`config.mk`:
```
export PLATFORM = sky130hd
export DESIGN_NAME = alu_pipe
export DESIGN_NICKNAME = d
export VERILOG_FILES = /design/src/rtl/alu_pkg.sv /design/src/rtl/alu_core.sv /design/src/rtl/alu_pipe.sv
export SDC_FILE = /design/constraint.sdc
export NUM_CORES = 1
export LEC_CHECK = 0
export CORE_ASPECT_RATIO = 1.4
export CORE_MARGIN = 2
export CORE_UTILIZATION = 35
export DETAILED_ROUTE_END_ITERATION = 6
export HOLD_SLACK_MARGIN = 0.05
export PLACE_DENSITY_LB_ADDON = 0.25
export SYNTH_ARGS = -nofsm -noshare
export SYNTH_HDL_FRONTEND = slang
export SYNTH_SLANG_ARGS = --single-unit
```
`constraint.sdc`:
```
create_clock -name i_clock -period 3.2 [get_ports i_clock]
set_input_delay 0.32 -clock i_clock [delete_from_list [all_inputs] [get_ports i_clock]]
set_output_delay 0.32 -clock i_clock [all_outputs]
set_load 0.01 [all_outputs]
```
`src/rtl/alu_pkg.sv`:
```
// alu_pkg: opcode encodings and flag bit positions shared by the ALU pipeline
package alu_pkg;
    localparam logic [5:0] OP_ADD  = 6'b100000;
    localparam logic [5:0] OP_SUB  = 6'b100010;
    localparam logic [5:0] OP_AND  = 6'b100100;
    localparam logic [5:0] OP_OR   = 6'b100101;
    localparam logic [5:0] OP_XOR  = 6'b100110;
    localparam logic [5:0] OP_NOR  = 6'b100111;
    localparam logic [5:0] OP_SRA  = 6'b000011;
    localparam logic [5:0] OP_SRL  = 6'b000010;
    localparam logic [5:0] OP_SLL  = 6'b000000;
    localparam logic [5:0] OP_SLT  = 6'b101010;
    localparam logic [5:0] OP_SLTU = 6'b101011;
    localparam int FLAG_Z = 0;
    localparam int FLAG_N = 1;
    localparam int FLAG_C = 2;
    localparam int FLAG_V = 3;
endpackage

```
`src/rtl/alu_core.sv`:
```
// alu_core: combinational ALU producing result, {V,C,N,Z} flags and illegal-opcode error
module alu_core
    import alu_pkg::*;
#(
    parameter int N    = 8,
    parameter int NSel = 6
) (
    input  logic [N-1:0]    a,
    input  logic [N-1:0]    b,
    input  logic [NSel-1:0] op,
    output logic [N-1:0]    r,
    output logic [3:0]      flags,
    output logic            err
);
    localparam int SHW = $clog2(N);
    logic [N:0]     sum;
    logic [N:0]     diff;
    logic [SHW-1:0] sh;
    logic           c;
    logic           v;
    always_comb begin
        sum  = {1'b0, a} + {1'b0, b};
        diff = {1'b0, a} - {1'b0, b};
        sh   = b[SHW-1:0];
        r    = '0;
        c    = 1'b0;
        v    = 1'b0;
        err  = 1'b0;
        case (op)
            OP_ADD: begin
                r = sum[N-1:0];
                c = sum[N];
                v = (a[N-1] == b[N-1]) && (sum[N-1] != a[N-1]);
            end
            OP_SUB: begin
                r = diff[N-1:0];
                c = ~diff[N];
                v = (a[N-1] != b[N-1]) && (diff[N-1] != a[N-1]);
            end
            OP_AND:  r = a & b;
            OP_OR:   r = a | b;
            OP_XOR:  r = a ^ b;
            OP_NOR:  r = ~(a | b);
            OP_SRA:  r = $signed(a) >>> sh;
            OP_SRL:  r = a >> sh;
            OP_SLL:  r = a << sh;
            OP_SLT:  r = {{(N-1){1'b0}}, $signed(a) < $signed(b)};
            OP_SLTU: r = {{(N-1){1'b0}}, a < b};
            default: err = 1'b1;
        endcase
        // an illegal op reports all-zero flags, so Z is suppressed too
        flags         = '0;
        flags[FLAG_Z] = ~err & (r == '0);
        flags[FLAG_N] = r[N-1];
        flags[FLAG_C] = c;
        flags[FLAG_V] = v;
    end
endmodule

```
`src/rtl/alu_pipe.sv`:
```
// alu_pipe: two-stage valid/ready ALU pipeline (operand register, then result register)
module alu_pipe
    import alu_pkg::*;
#(
    parameter int N    = 8,
    parameter int NSel = 6
) (
    input  logic            i_clock,
    input  logic            i_reset_n,
    input  logic            i_valid,
    output logic            o_ready,
    input  logic [N-1:0]    i_alu_A,
    input  logic [N-1:0]    i_alu_B,
    input  logic [NSel-1:0] i_alu_Op,
    output logic            o_valid,
    input  logic            i_ready,
    output logic [N-1:0]    o_alu_Result,
    output logic [3:0]      o_flags,
    output logic            o_err
);
    logic            s1_valid_q, s1_valid_d;
    logic [N-1:0]    a_q, a_d, b_q, b_d;
    logic [NSel-1:0] op_q, op_d;
    logic            s2_valid_q, s2_valid_d;
    logic [N-1:0]    res_q, res_d;
    logic [3:0]      flags_q, flags_d;
    logic            err_q, err_d;
    logic [N-1:0]    core_r;
    logic [3:0]      core_flags;
    logic            core_err;
    logic            s1_load, s2_load, fire;

    alu_core #(.N(N), .NSel(NSel)) u_core (
        .a     (a_q),
        .b     (b_q),
        .op    (op_q),
        .r     (core_r),
        .flags (core_flags),
        .err   (core_err)
    );

    // stage 2 drains into the consumer and refills from stage 1 on the same edge
    always_comb begin
        s2_load    = s1_valid_q & (~s2_valid_q | i_ready);
        s1_load    = ~s1_valid_q | s2_load;
        fire       = i_valid & s1_load;
        s1_valid_d = s1_load ? i_valid : s1_valid_q;
        a_d        = fire ? i_alu_A : a_q;
        b_d        = fire ? i_alu_B : b_q;
        op_d       = fire ? i_alu_Op : op_q;
        s2_valid_d = s2_load | (s2_valid_q & ~i_ready);
        res_d      = s2_load ? core_r : res_q;
        flags_d    = s2_load ? core_flags : flags_q;
        err_d      = s2_load ? core_err : err_q;
    end

    always_ff @(posedge i_clock or negedge i_reset_n) begin
        if (!i_reset_n) begin
            s1_valid_q <= 1'b0;
            a_q        <= '0;
            b_q        <= '0;
            op_q       <= '0;
            s2_valid_q <= 1'b0;
            res_q      <= '0;
            flags_q    <= '0;
            err_q      <= 1'b0;
        end else begin
            s1_valid_q <= s1_valid_d;
            a_q        <= a_d;
            b_q        <= b_d;
            op_q       <= op_d;
            s2_valid_q <= s2_valid_d;
            res_q      <= res_d;
            flags_q    <= flags_d;
            err_q      <= err_d;
        end
    end

    assign o_ready      = s1_load;
    assign o_valid      = s2_valid_q;
    assign o_alu_Result = res_q;
    assign o_flags      = flags_q;
    assign o_err        = err_q;
endmodule

```
==> out/metrics.cfg <==
[critical_path]
endpoint = o_flags[0]$_DFFE_PN0P_
rr_startpoint = a_q[0]$_DFFE_PN0P_
cp-end-kind = register
regToRegSetupSlack_ns = 0.32
crit_path_start = a_q[0]$_DFFE_PN0P_
cp-start-kind = register
worstPathRequired_ns = 3.43
path_class = register to register
r2r_end = o_flags[0]$_DFFE_PN0P_
r2r_cells = 10
crit_fanout = 6
crit_arrival_ns = 3.10

[die]
start_util_pct = 35.4
pin_count = 41
die_w_um = 86.2
rows = 42
die_h_um = 119
die_area_mm2 = 0.0103
core_mm2 = 0.00935

[timing]
fin_crit_ns = 2.88
tightest_slew_ns = 0.860
whs_ns = 0.147
rsz0062_at_grt = no
skew_ns = 0.00879
fmax_mhz = 348
finalCritPeriodShare_pct = 89.9
final_max_slew_viol_count = 0
finalSetupViolations = 0
slew_headroom_pct = 42.7
final_hold_viol_count = 0
setup_tns_ns = 0
fin_ws_ns = 0.323

[global_route]
groute.usage.overall_pct = 19.3
first_global_vias = 2936
grt_antenna_before_repair = 0
grt_max_degree = 37
overflow = 0
grt_pass1_wl_um = 15400

[run_status]
outcome = finished clean

[yosys]
syn_area_per_cell_um2 = 8.69
ys.flop_type = dfrtp_1
synthArstFlopShare_pct = 100
yosysWarnings = 0
synth_cell_types = 65
synth_edf_count = 0
yosysSeqAreaShare_pct = 27.2
netlist_area_mm2 = 0.00331
syn-num-nets = 434
synth_cells = 381
synth.ff_latch_count = 36

[placement]
dp_cells = 518
hpwl_um = 7490
portBuffers = 40
gp_congestion = 0.984
pre_cts_ws_ns = 0.339
post_dp_cell_area_mm2 = 0.00383

[final_layout]
register_area_um2 = 901
fill_cells = 951
diodes = 0
areaGrowthSynthToFinish_pct = 20.0
final_util_pct = 42.5
final_net_count = 468
fin_area_mm2 = 0.00397
fin_cells = 526
multi_input_area_mm2 = 0.00219
drive_gt1_share_pct = 13.7

[clock_tree]
cts_made_buffers = 5
clock-sinks = 36
cts.clk_slew.worst_paths_ns = 0.06
postCtsSetupBuffers = 0
cts_tree = done
htree_levels = 2
clk_root_buffer_cell = clkbuf_16
ctsHoldBuffers = 0
clock_latency_ns = 0.29
ctsResizeCount = 0
cts_buffer_depth = 2

[drt]
drt_first_pass_iters = 4
drc_errors = 0
routed_wirelength_um = 9550
viasPerCell = 5.68
post_drt_wl_per_cell_um = 18.1
antenna_left = 0
vias = 2986
drt-initial-drc-count = 148

[power]
leakagePower_nw = 1.69
power_density_mw_per_mm2 = 534
vdd_drop_max_mv = 0.210
power_mw = 2.12

[run]
drv_cap = 0

[worst_hold_path]
hold_class = input port to async pin

[kinds of logic (layout without fill, tap and decap cells)]
logic type	count (synthesis)	in the layout	share of synthesized area, %
adders and majority gates	27	27	10.7
muxes	47	47	16.6
xor gates and xnor gates	5	5	1.32
DFF	36	36	27.2
and+or+nand+nor	116	116	17.9
AOI/OAI and AO/OA	97	97	19.7
buffers and inverters	53	88	6.69
[area by class of cell]
| cell class | count | area share, % |
|---|---|---|
| Multi-Input combinational cell | 292 | 55.1 |
| Sequential cell | 36 | 22.7 |
| Timing Repair Buffer | 55 | 12.8 |
| Tap cell | 110 | 3.46 |
| Clock buffer | 5 | 3.15 |
| Inverter | 25 | 2.36 |
| Clock inverter | 3 | 0.472 |
[where the power goes]
part | switching (mW) | internal, mW
logic | 0.554 | 0.462
registers | 0.0822 | 0.530
clock network | 0.205 | 0.287
[worst min path at each step]
stage | cells past startpoint | endpoint | slack, ns | start
floorplan | 0 | a_q[0]$_DFFE_PN0P_ | 0.02 | i_reset_n
CTS | 1 | b_q[2]$_DFFE_PN0P_ | 0.17 | i_reset_n
global placement | 1 | op_q[4]$_DFFE_PN0P_ | 0.46 | i_reset_n
detailed placement | 1 | b_q[7]$_DFFE_PN0P_ | 0.48 | i_reset_n
global route | 1 | b_q[2]$_DFFE_PN0P_ | 0.22 | i_reset_n
finish | 1 | op_q[4]$_DFFE_PN0P_ | 0.15 | i_reset_n
[cells in the mapped netlist (all sizes together), types with 3 or more instances]
master / instances / area share [%]
a211oi: 6 / 1.4
a21oi: 19 / 2.9
a221oi: 3 / 0.79
a31oi: 3 / 0.57
and3: 5 / 0.94
buf: 10 / 1.8
clkbuf: 18 / 2.0
dfrtp: 36 / 27
ha: 25 / 9.4
inv: 24 / 2.7
mux2: 22 / 7.5
mux2i: 21 / 6.3
mux4: 4 / 2.7
nand2: 37 / 4.2
nand2b: 6 / 1.1
nand3: 8 / 1.2
nor2: 22 / 2.5
nor2b: 5 / 0.94
nor3: 12 / 2.0
nor4: 5 / 1.4
o211ai: 6 / 1.4
o21ai: 24 / 3.6
o22ai: 7 / 1.3
or3: 5 / 1.1
xnor2: 4 / 1.1
[routing by layer]
metal / global-route usage [%] / up-vias / wire length (um) / share of wire (%)
met5: 0 / - / 0 / 0
met4: 11.7 / 0 / 558 / 5.8
met3: 2.98 / 29 / 309 / 3.2
met2: 33.5 / 78 / 4970 / 52
met1: 21.7 / 1430 / 3710 / 39
li1: - / 1449 / - / -
[layout by cell type, fill, tap and decap left out, drive strengths merged, types with 2 or more instances in the layout]
cell type	count
o21bai	2
or2	2
nand2	37
a31o	2
a21oi	19
nor3	12
or3	5
nand2b	6
o22ai	7
o31a	2
nor2	22
mux2	22
dfrtp	36
nand3	8
o22a	2
and3	5
a31oi	3
fa	2
nand3b	2
o211ai	6
nor4	5
clkinv	4
xnor2	4
mux2i	21
ha	25
clkbuf	5
buf	16
o21ai	24
nor2b	5
a21o	2
inv	24
a221oi	3
o221ai	2
o211a	2
a211oi	6
a221o	2
mux4	4
clkdlybuf4s50	39
[registers in the layout (all words and copies together), names as in the netlist]
register / flops
o_err: 1
s1_valid_q: 1
o_alu_Result: 7
o_valid: 1
b_q: 8
o_flags: 4
a_q: 8
op_q: 6
[critical path: stages (launching register included)]
cell      delay (ns)
dfrtp_1         0.44
inv_1           0.09
ha_1            0.25
fa_1            0.43
nor3_1          0.21
nor3_1          0.11
o31a_1          0.30
a221o_1         0.33
a211oi_1        0.31
and3_1          0.20
a32o_1          0.15
(Power assumes the default switching activity.)
